**config.mk**
```make
export PLATFORM = sky130hd
export DESIGN_NAME = scandoubler_mode_ctrl
export DESIGN_NICKNAME = d
export VERILOG_FILES = /design/src/rtl/scandoubler_mode_ctrl.sv
export SDC_FILE = /design/constraint.sdc
export NUM_CORES = 1
export LEC_CHECK = 0
export ABC_AREA = 0
export BUFFER_PORTS_ARGS = -buffer_cell sky130_fd_sc_hd__buf_2
export CAP_MARGIN = 20
export CORE_MARGIN = 10
export CORE_UTILIZATION = 40
export CTS_CLUSTER_SIZE = 40
export DETAILED_ROUTE_END_ITERATION = 10
export GPL_ROUTABILITY_DRIVEN = 0
export MAX_ROUTING_LAYER = met4
export PLACE_DENSITY_LB_ADDON = 0.1
export SYNTH_ARGS = -nofsm -noshare
export SYNTH_HDL_FRONTEND = slang
export SYNTH_SLANG_ARGS = --single-unit
```
**constraint.sdc**
```tcl
create_clock -name clk_sys -period 2.1 [get_ports clk_sys]
set_clock_uncertainty 0.1 [all_clocks]
set_input_delay 0 -clock clk_sys [delete_from_list [all_inputs] [get_ports clk_sys]]
set_output_delay 0 -clock clk_sys [all_outputs]
set_load 0.01 [all_outputs]
```
**src/rtl/scandoubler_mode_ctrl.sv**
```systemverilog
// -----------------------------------------------------------------------------
// scandoubler_mode_ctrl
//
// Watches the core's raw sync outputs and decides how the scandoubler should
// be configured. The hsync period is measured in clk_sys cycles to classify
// every line as low rate (15 kHz, needs doubling) or high rate (31 kHz,
// already VGA rate). A frame whose lines all share one class becomes a
// candidate mode. The candidate is committed only after it has been seen for
// STABLE_FRAMES consecutive frames. The scandoubler controls are registered
// and change only in the cycle after a vsync rising edge, or when sync is
// lost, so the scandoubler never sees a mid-frame reconfiguration.
//
// Ports
//   clk_sys          in   system clock shared with the scandoubler
//   reset_n          in   asynchronous active-low reset
//   hs_in            in   hsync, falling edge marks a line start
//   vs_in            in   vsync, rising edge marks a frame start
//   scanlines_req    in   requested scanline strength (00 none .. 11 75%)
//   force_mode       in   (SD_MODE_FORCE_EN only) 00/11 auto, 01 lo, 10 hi
//   bypass           out  scandoubler bypass
//   ce_divider       out  scandoubler pixel clock-enable divider
//   scanlines        out  scandoubler scanline strength
//   mode_valid       out  a mode has been locked
//   line_rate_hi     out  locked mode is 31 kHz
//   lines_per_frame  out  lines counted in the last complete frame
//   mode_change      out  one-cycle pulse when bypass/ce_divider change
//
// Build option
//   SD_MODE_FORCE_EN  adds force_mode, which overrides the detected rate for
//                     bypass/ce_divider at the next frame edge. Detection and
//                     mode_valid/line_rate_hi/lines_per_frame are unaffected.
//
// States
//   NOSIG   | no hsync activity (or period timeout); scandoubler bypassed
//   ACQUIRE | hsync present, waiting for the first vsync to open a frame
//   TRACK   | frames being evaluated, no mode committed yet
//   LOCKED  | a mode is committed; evaluation continues to catch changes
// -----------------------------------------------------------------------------
module scandoubler_mode_ctrl #(
  parameter int         HCNT_W        = 13,
  parameter int         LCNT_W        = 11,
  parameter int         HS_THRESH     = 2300,
  parameter int         STABLE_FRAMES = 3,
  parameter logic [2:0] DIV_LO        = 3'd3,
  parameter logic [2:0] DIV_HI        = 3'd1
) (
  input  logic              clk_sys,
  input  logic              reset_n,
  input  logic              hs_in,
  input  logic              vs_in,
  input  logic [1:0]        scanlines_req,
`ifdef SD_MODE_FORCE_EN
  input  logic [1:0]        force_mode,
`endif
  output logic              bypass,
  output logic [2:0]        ce_divider,
  output logic [1:0]        scanlines,
  output logic              mode_valid,
  output logic              line_rate_hi,
  output logic [LCNT_W-1:0] lines_per_frame,
  output logic              mode_change
);

  typedef enum logic [1:0] {
    S_NOSIG   = 2'd0,
    S_ACQUIRE = 2'd1,
    S_TRACK   = 2'd2,
    S_LOCKED  = 2'd3
  } state_t;

  localparam logic [HCNT_W-1:0] HCNT_MAX   = '1;
  localparam logic [LCNT_W-1:0] LCNT_MAX   = '1;
  localparam logic [HCNT_W-1:0] HS_LIMIT   = HCNT_W'(HS_THRESH);
  localparam logic [3:0]        STABLE_REQ = 4'(STABLE_FRAMES);

  // Frame class is {saw_hi_line, saw_lo_line}: 01 lo, 10 hi, 11 mixed,
  // 00 empty. Only 01 and 10 can build up a stable candidate.
  localparam logic [1:0] CLS_NONE = 2'b00;
  localparam logic [1:0] CLS_MIX  = 2'b11;

  state_t              state_q, state_d;
  logic                hs_q, vs_q;
  logic [HCNT_W-1:0]   hcnt_q, hcnt_d;
  logic [LCNT_W-1:0]   lcnt_q, lcnt_d;
  logic                seen_hi_q, seen_hi_d;
  logic                seen_lo_q, seen_lo_d;
  logic [1:0]          cand_q, cand_d;
  logic [3:0]          stable_q, stable_d;
  logic [LCNT_W-1:0]   lpf_q, lpf_d;
  logic                mode_valid_q, mode_valid_d;
  logic                line_rate_hi_q, line_rate_hi_d;
  logic                bypass_q, bypass_d;
  logic [2:0]          ce_q, ce_d;
  logic [1:0]          scan_q, scan_d;
  logic                mode_change_q, mode_change_d;

  logic                hs_fall, vs_rise, timeout, line_hi, upd;
  logic [LCNT_W-1:0]   lcnt_line;
  logic                seen_hi_line, seen_lo_line;
  logic [1:0]          frame_cls;
  logic                eff_hi, bypass_new;
  logic [2:0]          ce_new;

  assign hs_fall = hs_q & ~hs_in;
  assign vs_rise = vs_in & ~vs_q;
  // Timeout is an event only outside NOSIG; in NOSIG the counter just sits
  // saturated until hsync returns.
  assign timeout = (hcnt_q == HCNT_MAX) && (state_q != S_NOSIG);
  assign line_hi = (hcnt_q < HS_LIMIT);

  always_comb begin
    state_d        = state_q;
    hcnt_d         = (hcnt_q == HCNT_MAX) ? hcnt_q : hcnt_q + 1'b1;
    lcnt_d         = lcnt_q;
    seen_hi_d      = seen_hi_q;
    seen_lo_d      = seen_lo_q;
    cand_d         = cand_q;
    stable_d       = stable_q;
    lpf_d          = lpf_q;
    mode_valid_d   = mode_valid_q;
    line_rate_hi_d = line_rate_hi_q;
    bypass_d       = bypass_q;
    ce_d           = ce_q;
    scan_d         = scan_q;
    mode_change_d  = 1'b0;
    upd            = 1'b0;
    eff_hi         = 1'b0;
    bypass_new     = 1'b1;
    ce_new         = DIV_LO;

    // The line that ends on this cycle belongs to the frame that is ending,
    // so it is folded in before any frame evaluation below.
    lcnt_line    = lcnt_q;
    seen_hi_line = seen_hi_q;
    seen_lo_line = seen_lo_q;
    if (hs_fall) begin
      hcnt_d = '0;
      if (lcnt_q != LCNT_MAX) lcnt_line = lcnt_q + 1'b1;
      if (line_hi) seen_hi_line = 1'b1;
      else         seen_lo_line = 1'b1;
    end
    lcnt_d    = lcnt_line;
    seen_hi_d = seen_hi_line;
    seen_lo_d = seen_lo_line;
    frame_cls = {seen_hi_line, seen_lo_line};

    if (timeout) begin
      state_d        = S_NOSIG;
      mode_valid_d   = 1'b0;
      line_rate_hi_d = 1'b0;
      stable_d       = '0;
      cand_d         = CLS_NONE;
      lcnt_d         = '0;
      seen_hi_d      = 1'b0;
      seen_lo_d      = 1'b0;
      upd            = 1'b1;
    end else begin
      unique case (state_q)
        S_NOSIG: begin
          // hsync returning on a frame edge opens that frame straight away.
          if (hs_fall) state_d = vs_rise ? S_TRACK : S_ACQUIRE;
        end
        S_ACQUIRE: begin
          if (vs_rise) state_d = S_TRACK;
        end
        S_TRACK, S_LOCKED: begin
          if (vs_rise) begin
            lpf_d = lcnt_line;
            if ((frame_cls == CLS_MIX) || (frame_cls == CLS_NONE)) begin
              cand_d   = frame_cls;
              stable_d = '0;
            end else if (frame_cls == cand_q) begin
              stable_d = (stable_q == 4'hF) ? stable_q : stable_q + 1'b1;
            end else begin
              cand_d   = frame_cls;
              stable_d = 4'd1;
            end
            // Equality, not >=, so a long-stable mode commits exactly once.
            if (stable_d == STABLE_REQ) begin
              state_d        = S_LOCKED;
              mode_valid_d   = 1'b1;
              line_rate_hi_d = frame_cls[1];
            end
          end
        end
        default: state_d = S_NOSIG;
      endcase

      if (vs_rise) begin
        lcnt_d    = '0;
        seen_hi_d = 1'b0;
        seen_lo_d = 1'b0;
        upd       = 1'b1;
      end
    end

    // Until a mode is locked the scandoubler stays bypassed at the low-rate
    // divider, matching the reset configuration.
    eff_hi     = line_rate_hi_d;
    bypass_new = ~mode_valid_d | line_rate_hi_d;
`ifdef SD_MODE_FORCE_EN
    if (force_mode == 2'b01 || force_mode == 2'b10) begin
      eff_hi     = force_mode[1];
      bypass_new = force_mode[1];
    end
`endif
    ce_new = eff_hi ? DIV_HI : DIV_LO;

    if (upd) begin
      bypass_d      = bypass_new;
      ce_d          = ce_new;
      scan_d        = bypass_new ? 2'b00 : scanlines_req;
      mode_change_d = (bypass_new != bypass_q) || (ce_new != ce_q);
    end
  end

  always_ff @(posedge clk_sys or negedge reset_n) begin
    if (!reset_n) begin
      state_q        <= S_NOSIG;
      hs_q           <= 1'b0;
      vs_q           <= 1'b0;
      hcnt_q         <= '0;
      lcnt_q         <= '0;
      seen_hi_q      <= 1'b0;
      seen_lo_q      <= 1'b0;
      cand_q         <= CLS_NONE;
      stable_q       <= '0;
      lpf_q          <= '0;
      mode_valid_q   <= 1'b0;
      line_rate_hi_q <= 1'b0;
      bypass_q       <= 1'b1;
      ce_q           <= DIV_LO;
      scan_q         <= 2'b00;
      mode_change_q  <= 1'b0;
    end else begin
      state_q        <= state_d;
      hs_q           <= hs_in;
      vs_q           <= vs_in;
      hcnt_q         <= hcnt_d;
      lcnt_q         <= lcnt_d;
      seen_hi_q      <= seen_hi_d;
      seen_lo_q      <= seen_lo_d;
      cand_q         <= cand_d;
      stable_q       <= stable_d;
      lpf_q          <= lpf_d;
      mode_valid_q   <= mode_valid_d;
      line_rate_hi_q <= line_rate_hi_d;
      bypass_q       <= bypass_d;
      ce_q           <= ce_d;
      scan_q         <= scan_d;
      mode_change_q  <= mode_change_d;
    end
  end

  assign bypass          = bypass_q;
  assign ce_divider      = ce_q;
  assign scanlines       = scan_q;
  assign mode_valid      = mode_valid_q;
  assign line_rate_hi    = line_rate_hi_q;
  assign lines_per_frame = lpf_q;
  assign mode_change     = mode_change_q;

endmodule
```
* Yosys cells after proc, flatten, opt, wreduce, memory -nomap -nowiden *
Index checks and enable logic that the tools add are counted.

operators by class
  add/subtract/negate cells = 3
  order comparisons = 1
  equal/unequal tests = 17
  muxes and demuxes = 48
  bitwise logic cells = 7
  reduce and logical (&&, ||, !) cells = 13

operator list
  operator                 number
  $mux W11                 4
  $mux W4                  9
  $mux W13                 2
  $mux W2                  13
  $mux W1                  19
  $ne A3 B3 Y1 const B     5
  $add A13 B1 Y13 const B  1
  $eq A13 B13 Y1 const B   1
  $lt A13 B12 Y1 const B   1
  $add A11 B1 Y11 const B  1
  $ne A11 B11 Y1 const B   1
  $eq A2 B2 Y1 const B     3
  $pmux W2 S3              1
  $reduce_and A3 Y1        2
  $reduce_bool A2 Y1       3
  $add A4 B1 Y4 const B    1
  $eq A4 B2 Y1 const B     1
  $eq A4 B4 Y1 const B     1
  $logic_not A2 Y1         2
  $not A1 Y1               4
  $reduce_and A4 Y1        1
  $ne A2 B3 Y1             1
  $and A1 B1 Y1            2
  $eq A2 B1 Y1 const B     1
  8 further kinds          9

word-level totals
  bits in registers = 56
  bits of input ports = 6
  word-level logic and storage cells = 105

* Logic depth before layout (Yosys ltp) *
Gate-level depths: netlist of run 1.

  depth after elaboration = 19
  depth in mapped cells = 8
  gate-level depth less buffers = 7

* Worst setup path before layout of run 1 *
Ideal clock, no wire load.

  path kind = register to register
  start = register hcnt_q[12]
  end = register mode_change_q (netlist: mode_change)
  library setup time = 0.094 ns
  arrival = 1.804 ns
  setup slack = 0.102 ns
  cell stages (with the launch flop) = 7
  period minus slack after synthesis = 1.998 ns
  cell sequence = dfrtp_1 > nor4b_2 > a21oi_1 > a21o_1 > a211oi_4 > mux2_4 > a211oi_1

on the way
  word-level cells in the longest chain between the ends = 19
  elaborated cells between the ends (all ways) = 33

ends and longest elaborated chain
  what                                                  RTL line  source
  start: declaration                                    83        logic [HCNT_W-1:0] hcnt_q, hcnt_d;
  start signal: assignment                              239       hcnt_q <= hcnt_d;
  $lt A13 B12 Y1                                        109       assign line_hi = (hcnt_q < HS_LIMIT);
  $mux W1                                               139       if (line_hi) seen_hi_line = 1'b1;
  $mux W1                                               136       if (hs_fall) begin
  $eq A2 B2 Y1, or another cell as far along            172       end else if (frame_cls == cand_q) begin
  $mux W4 / $logic_or A1 B1 Y1 (equally long branches)  172, 169
  $mux W4                                               169       if ((frame_cls == CLS_MIX) || (frame_cls == CLS_NONE)) begin
  $mux W4                                               167       if (vs_rise) begin
  $mux W4                                               158       unique case (state_q)
  (+4 left out)                                         --
  $mux W1                                               158
  $mux W1                                               147       if (timeout) begin
  $not A1 Y1                                            200       bypass_new = ~mode_valid_d | line_rate_hi_d;
  $or A1 B1 Y1                                          200
  $ne A1 B1 Y1                                          213       mode_change_d = (bypass_new != bypass_q) || (ce_new != ce_q);
  $logic_or A1 B1 Y1                                    213
  $mux W1 (*)                                           209       if (upd) begin
  via mode_change_d                                     95        logic mode_change_q, mode_change_d;
  end signal: assignment                                251       mode_change_q <= mode_change_d;
  end: declaration                                      95

The timed path passes the listed nets; every way through them passes the cells marked *. The select of a mux whose other input is x is not followed.
A chain may end at the register's enable or synchronous reset.

* Worst setup path in the final report of run 1 *
  start = register hcnt_q[8]
  end = register mode_change_q (netlist: mode_change)

The elaborated chain is that of the path after synthesis.

==> results of run 1 <==
-- metal layers --
| layer | share of wire (%) | vias up |
|---|---|---|
| met1 | 48 | 1021 |
| met2 | 46 | 35 |
| met3 | 4.3 | 7 |
| met5 | 0 | - |
| met4 | 1.3 | 0 |
| li1 | - | 1093 |
-- final cells by class --
| class | count | area [µm²] | share of cell area, % |
|---|---|---|---|
| sequential | 54 | 1360 | 41.4 |
| timing repair buffer | 54 | 360 | 11.0 |
| inverter | 4 | 15.0 | 0.459 |
| tap | 77 | 96.3 | 2.94 |
| clock buffer | 7 | 86.3 | 2.64 |
| clock inverter | 1 | 30.0 | 0.917 |
| multi-input combinational | 214 | 1330 | 40.6 |
-- worst max-delay path: cells and delay by family (launching register included) --
kind | cells | cell delay (ps)
AO/OA/AOI/OAI | 4 | 910
flip-flops | 1 | 410
multiplexers | 1 | 340
AND/OR/NAND/NOR | 1 | 240
-- how the worst max path moves through the flow --
stage,end,slack [ps],start,cells past startpoint
2_1_floorplan,mode_change,100,hcnt_q[12],6
3_3_place_gp,hcnt_q[5],80,hcnt_q[0],8
3_5_place_dp,mode_change,30,hcnt_q[8],6
4_1_cts,mode_change,30,hcnt_q[6],6
5_1_grt,mode_change,-60,hcnt_q[8],6
6_report,mode_change,30,hcnt_q[8],6
-- flip-flops by register name, summed over array words and instances, names as in the netlist --
signal,cells
hcnt_q,13
lcnt_q,11
lines_per_frame,11
stable_q,4
cand_q,2
scanlines,2
state_q,2
bypass,1
ce_divider,1
hs_q,1
line_rate_hi,1
mode_change,1
mode_valid,1
seen_hi_q,1
seen_lo_q,1
vs_q,1
-- cell families after synthesis --
group | after synthesis | synth area share, %
other | 2 | 0.279
buffers and inverters | 16 | 2.60
AO/OA/AOI/OAI | 61 | 14.6
multiplexers | 3 | 1.30
XOR/XNOR | 17 | 5.53
adder cells (fa/ha/maj) | 3 | 1.39
AND/OR/NAND/NOR | 128 | 24.0
flip-flops | 54 | 50.3
-- synth_stat cells, types with 3 or more instances --
cell	count	area share (%)
a211oi_1	3	0.84
a21oi_1	17	3.2
a31oi_1	3	0.70
and2_1	4	0.93
and3_1	8	1.9
and4_1	4	1.3
clkbuf_1	8	1.1
dfrtp_1	52	48
ha_1	3	1.4
inv_1	4	0.56
nand2_1	31	4.3
nand2b_1	5	1.2
nand3_1	13	2.4
nand4_1	3	0.70
nor2_1	42	5.9
nor3_1	4	0.74
o21ai_0	22	4.1
xnor2_1	8	2.6
xor2_1	9	2.9
-- repair_timing --
item,CTS,global route
hold buffers,5,0
buffers inserted,2,3
gates resized for setup,0,16
hold endpoints to repair,56,0
endpoints found under the setup margin,1,13
pin swaps,1,6
-- report_power, final --
part	internal, mW	switching [mW]
Combinational	0.255	0.298
Sequential	1.17	0.116
Clock	0.389	0.337
-- through the flow --
stage	power, mW	util, %	cell area [µm²]
after global routing	2.74	50.7	3270
after detailed placement	1.82	46.6	3010
after global placement	1.81	46.6	3010
after floorplan	1.61	-	2690
final	2.56	50.7	3270
after CTS	2.57	49.4	3190
==> flow_summary.yaml, run 1 <==
run_status:
  status: "finished, final reports clean"
setup_path:
  r2r_setup_slack_ps: 30
  crit_fanout: 3
  endpoint_kind: "register"
  r2r_end: "mode_change"
  crit-reg2reg-launch: "hcnt_q[8]"
  reg2reg_depth: 6
  slowest_stage: "dfrtp_1"
  arrival_ps: 2200
  cp.required_ps: 2230
  max_stage_delay_ps: 410
  worstSetupStartpointType: "register"
  crit_type: "reg -> reg"
  crit_chain: "nor3_2, o2111ai_2, a21o_1, a211oi_4, mux2_4, a211oi_2"
routing:
  drt_iter0_markers: 64
  routed_wl_um: 5930
  viasPerCell: 5.25
  route.detailed.wl_per_inst_um: 14.4
  drc: 0
  drtPass1Iterations: 4
  vias: 2156
  postRouteAntennaNets: 0
global_route:
  antenna_found_initial: 0
  grt_pass1_vias: 2167
  grt_overflow_total: 0
  grt_pass1_wl_um: 10200
  grtUsageMet3_pct: 3.44
  grt-busiest-layer: "met2"
  grt_usage_pct: 12.4
  use_met1_pct: 15.3
  grt_max_degree: 23
  met2_usage_pct: 19.2
place:
  dp_cells: 393
  dp_hpwl_um: 4380
  portBuffers: 23
  place_ws_ps: 30.1
floorplan:
  initial_core_util_pct: 41.7
  die_x_um: 102
  rows: 29
  die-area_um2: 10400
  coreArea_um2: 6460
  io_pins: 26
  die_h_um: 102
cts:
  ctsLongestPathBuffers: 2
  clockRootBuffer: "clkbuf_8"
  cts.sinks: 54
  insertion_delay_ps: 310
  clk_pin_slew_ps: 100
  cts_max_level: 2
  cts_inserted_buffers: 5
  cts_tree: "yes"
layout:
  antenna_cells: 0
  num-nets-final: 342
  mostFrequentLayoutCells: "50 x dfrtp_1, 42 x nor2_1, 31 x nand2_1, 26 x buf_4, 23 x buf_2"
  final_common_cell: "dfrtp_1"
  drive_above_1_share_pct: 23.7
  fillers: 619
  area.growth.synth_to_final_pct: 21.6
  instances_no_fill: 411
synthesis:
  synth_area_um2: 2690
  synth-edff-count: 0
  ys_warn_count: 0
  async_flop_share_pct: 100
  syn_inst: 284
  ys_types: 51
  synth_flop_cell: "dfrtp_1"
  synth.avg_cell_area_um2: 9.48
  ys_seq_elements: 54
  ys_seq_area_share_pct: 50.3
  syn_nets: 293
sta:
  timing.final.ws_setup_ps: 32.6
  holdWs_ps: 43.9
  slew_violations: 0
  hold_viol_final: 0
  timing.fmax_mhz: 484
  setup_viol: 0
  rsz0062_at_grt: "yes"
  setup_tns_ps: 0
  min_period_ps: 2070
  post-route-period-util_pct: 98.4
power_and_ir_drop:
  powerDensity_nw_per_um2: 784
  irDropWorstVdd_v: 0.000542
  power_leakage_nw: 1.52
run:
  drv_cap: 0
worst_hold_path:
  hold_class: "in -> async"
(Power assumes the default switching activity.)
==> run 2: changes to the inputs <==
REMOVE_ABC_BUFFERS = 1   (was default)
==> flow_summary.yaml, run 2 (synthesis results as in run 1) <==
place:
  place_area_um2: 3020
  portBuffers: 23
  dp_hpwl_um: 4380
  dp_cells: 393
sta:
  holdWs_ps: 120
  setup_viol: 0
  post-route-period-util_pct: 97.6
  min_period_ps: 2050
  slew_violations: 0
  timing.fmax_mhz: 488
  slew_headroom_pct: 57.0
  worst_slew_pin_slew_ps: 645
  hold_viol_final: 0
  rsz0062_at_grt: "yes"
setup_path:
  cp.required_ps: 2230
  endpoint_kind: "register"
  r2r_setup_slack_ps: 50
  arrival_ps: 2180
  crit_type: "reg -> reg"
  worstSetupStartpointType: "register"
  reg2reg_depth: 6
  max_stage_delay_ps: 420
  crit_fanout: 6
  startpoint: "hcnt_q[2]"
  r2r_end: "mode_change"
  crit-reg2reg-launch: "hcnt_q[2]"
  slowest_stage: "dfrtp_2"
  crit_chain: "nand3_1, o2111ai_4, nand3_2, a211oi_4, mux2_4, a211oi_2"
floorplan:
  die_h_um: 102
  coreArea_um2: 6460
  die-area_um2: 10400
  rows: 29
  initial_core_util_pct: 41.7
  io_pins: 26
  die_x_um: 102
layout:
  largest_reg_flops: 13
  drive_above_1_share_pct: 24.2
  instances_no_fill: 412
  fillers: 625
  final_common_cell: "dfrtp_1"
  antenna_cells: 0
  top_register: "hcnt_q"
  design_area_um2: 3270
  mostFrequentLayoutCells: "50 x dfrtp_1, 42 x nor2_1, 31 x nand2_1, 26 x buf_4, 23 x buf_2"
  seqCellArea_um2: 1360
  area.growth.synth_to_final_pct: 21.4
  num-nets-final: 343
  multi_input_area_um2: 1330
global_route:
  grt_pass1_wl_um: 10300
  grt_pass1_vias: 2145
  grt_max_degree: 29
  antenna_found_initial: 0
  grt_overflow_total: 0
  grt_usage_pct: 12.7
run:
  drv_cap: 0
run_status:
  status: "finished, final reports clean"
cts:
  insertion_delay_ps: 320
  clockRootBuffer: "clkbuf_8"
  clk_pin_slew_ps: 110
  cts_max_level: 2
  cts.sinks: 54
  cts_inserted_buffers: 5
  ctsLongestPathBuffers: 2
  cts_tree: "yes"
power_and_ir_drop:
  irDropWorstVdd_v: 0.000402
  powerDensity_nw_per_um2: 760
  power_leakage_nw: 1.52
routing:
  vias: 2157
  routed_wl_um: 6150
  drtPass1Iterations: 4
  postRouteAntennaNets: 0
  route.detailed.wl_per_inst_um: 14.9
  drt_iter0_markers: 68
  drc: 0
  viasPerCell: 5.24
worst_hold_path:
  hold_class: "in -> async"
## run 2: what timing repair did
item                                    4_1_cts  5_1_grt
gates cloned                                  0        0
hold buffers                                  5        0
endpoints found under the setup margin        1       16
gates resized for setup                       2       15
setup buffers                                 2        4
pin swaps                                     3        4
hold endpoints to repair                     31        0
## run 2: metal layers
layer  GRT usage (%)  share of wire, %  vias up
met5               -                 0        -
met4            3.58              0.96        0
met1            16.2                49     1034
li1                -                 -     1092
met3            3.37               3.8        5
met2            19.5                47       26
## run 2: area by class of cell
| type | instances | share of cell area [%] |
|---|---|---|
| sequential | 54 | 41.5 |
| timing repair buffer | 55 | 11.6 |
| inverter | 4 | 0.459 |
| clock buffer | 5 | 2.11 |
| tap | 77 | 2.95 |
| multi-input combinational | 214 | 40.6 |
| clock inverter | 3 | 0.766 |
## run 2: worst max path at each step
stage                              to  slack (ps)  cells after the start
final                     mode_change          50                      6
after CTS                 mode_change           6                      7
after detailed placement  mode_change           4                      6
after global routing      mode_change         -20                      6
after global placement      hcnt_q[5]          50                      8
after floorplan           stable_q[1]        -100                      7
## run 2: worst max-delay path, delay by kind of cell (launching register included)
family          cells  cell delay (ps)
compound gates      3              770
flops               1              420
mux                 1              340
simple gates        2              320
## run 2: through the flow
stage	total power, mW	TNS, ps	setup WS, ps	util [%]
final	2.49	0	49.7	50.6
after global routing	2.64	-16.7	-16.4	50.6
after CTS	2.47	0	6.30	49.5
after detailed placement	1.83	0	3.57	46.7
after global placement	1.82	0	48.8	46.7
after floorplan	1.60	-101	-101	-
## run 2: where the power goes
part,total [mW],leakage [nW],internal [mW],switching [mW]
registers,1.28,0.708,1.17,0.112
clock network,0.617,0.0447,0.242,0.376
logic,0.583,0.768,0.273,0.310
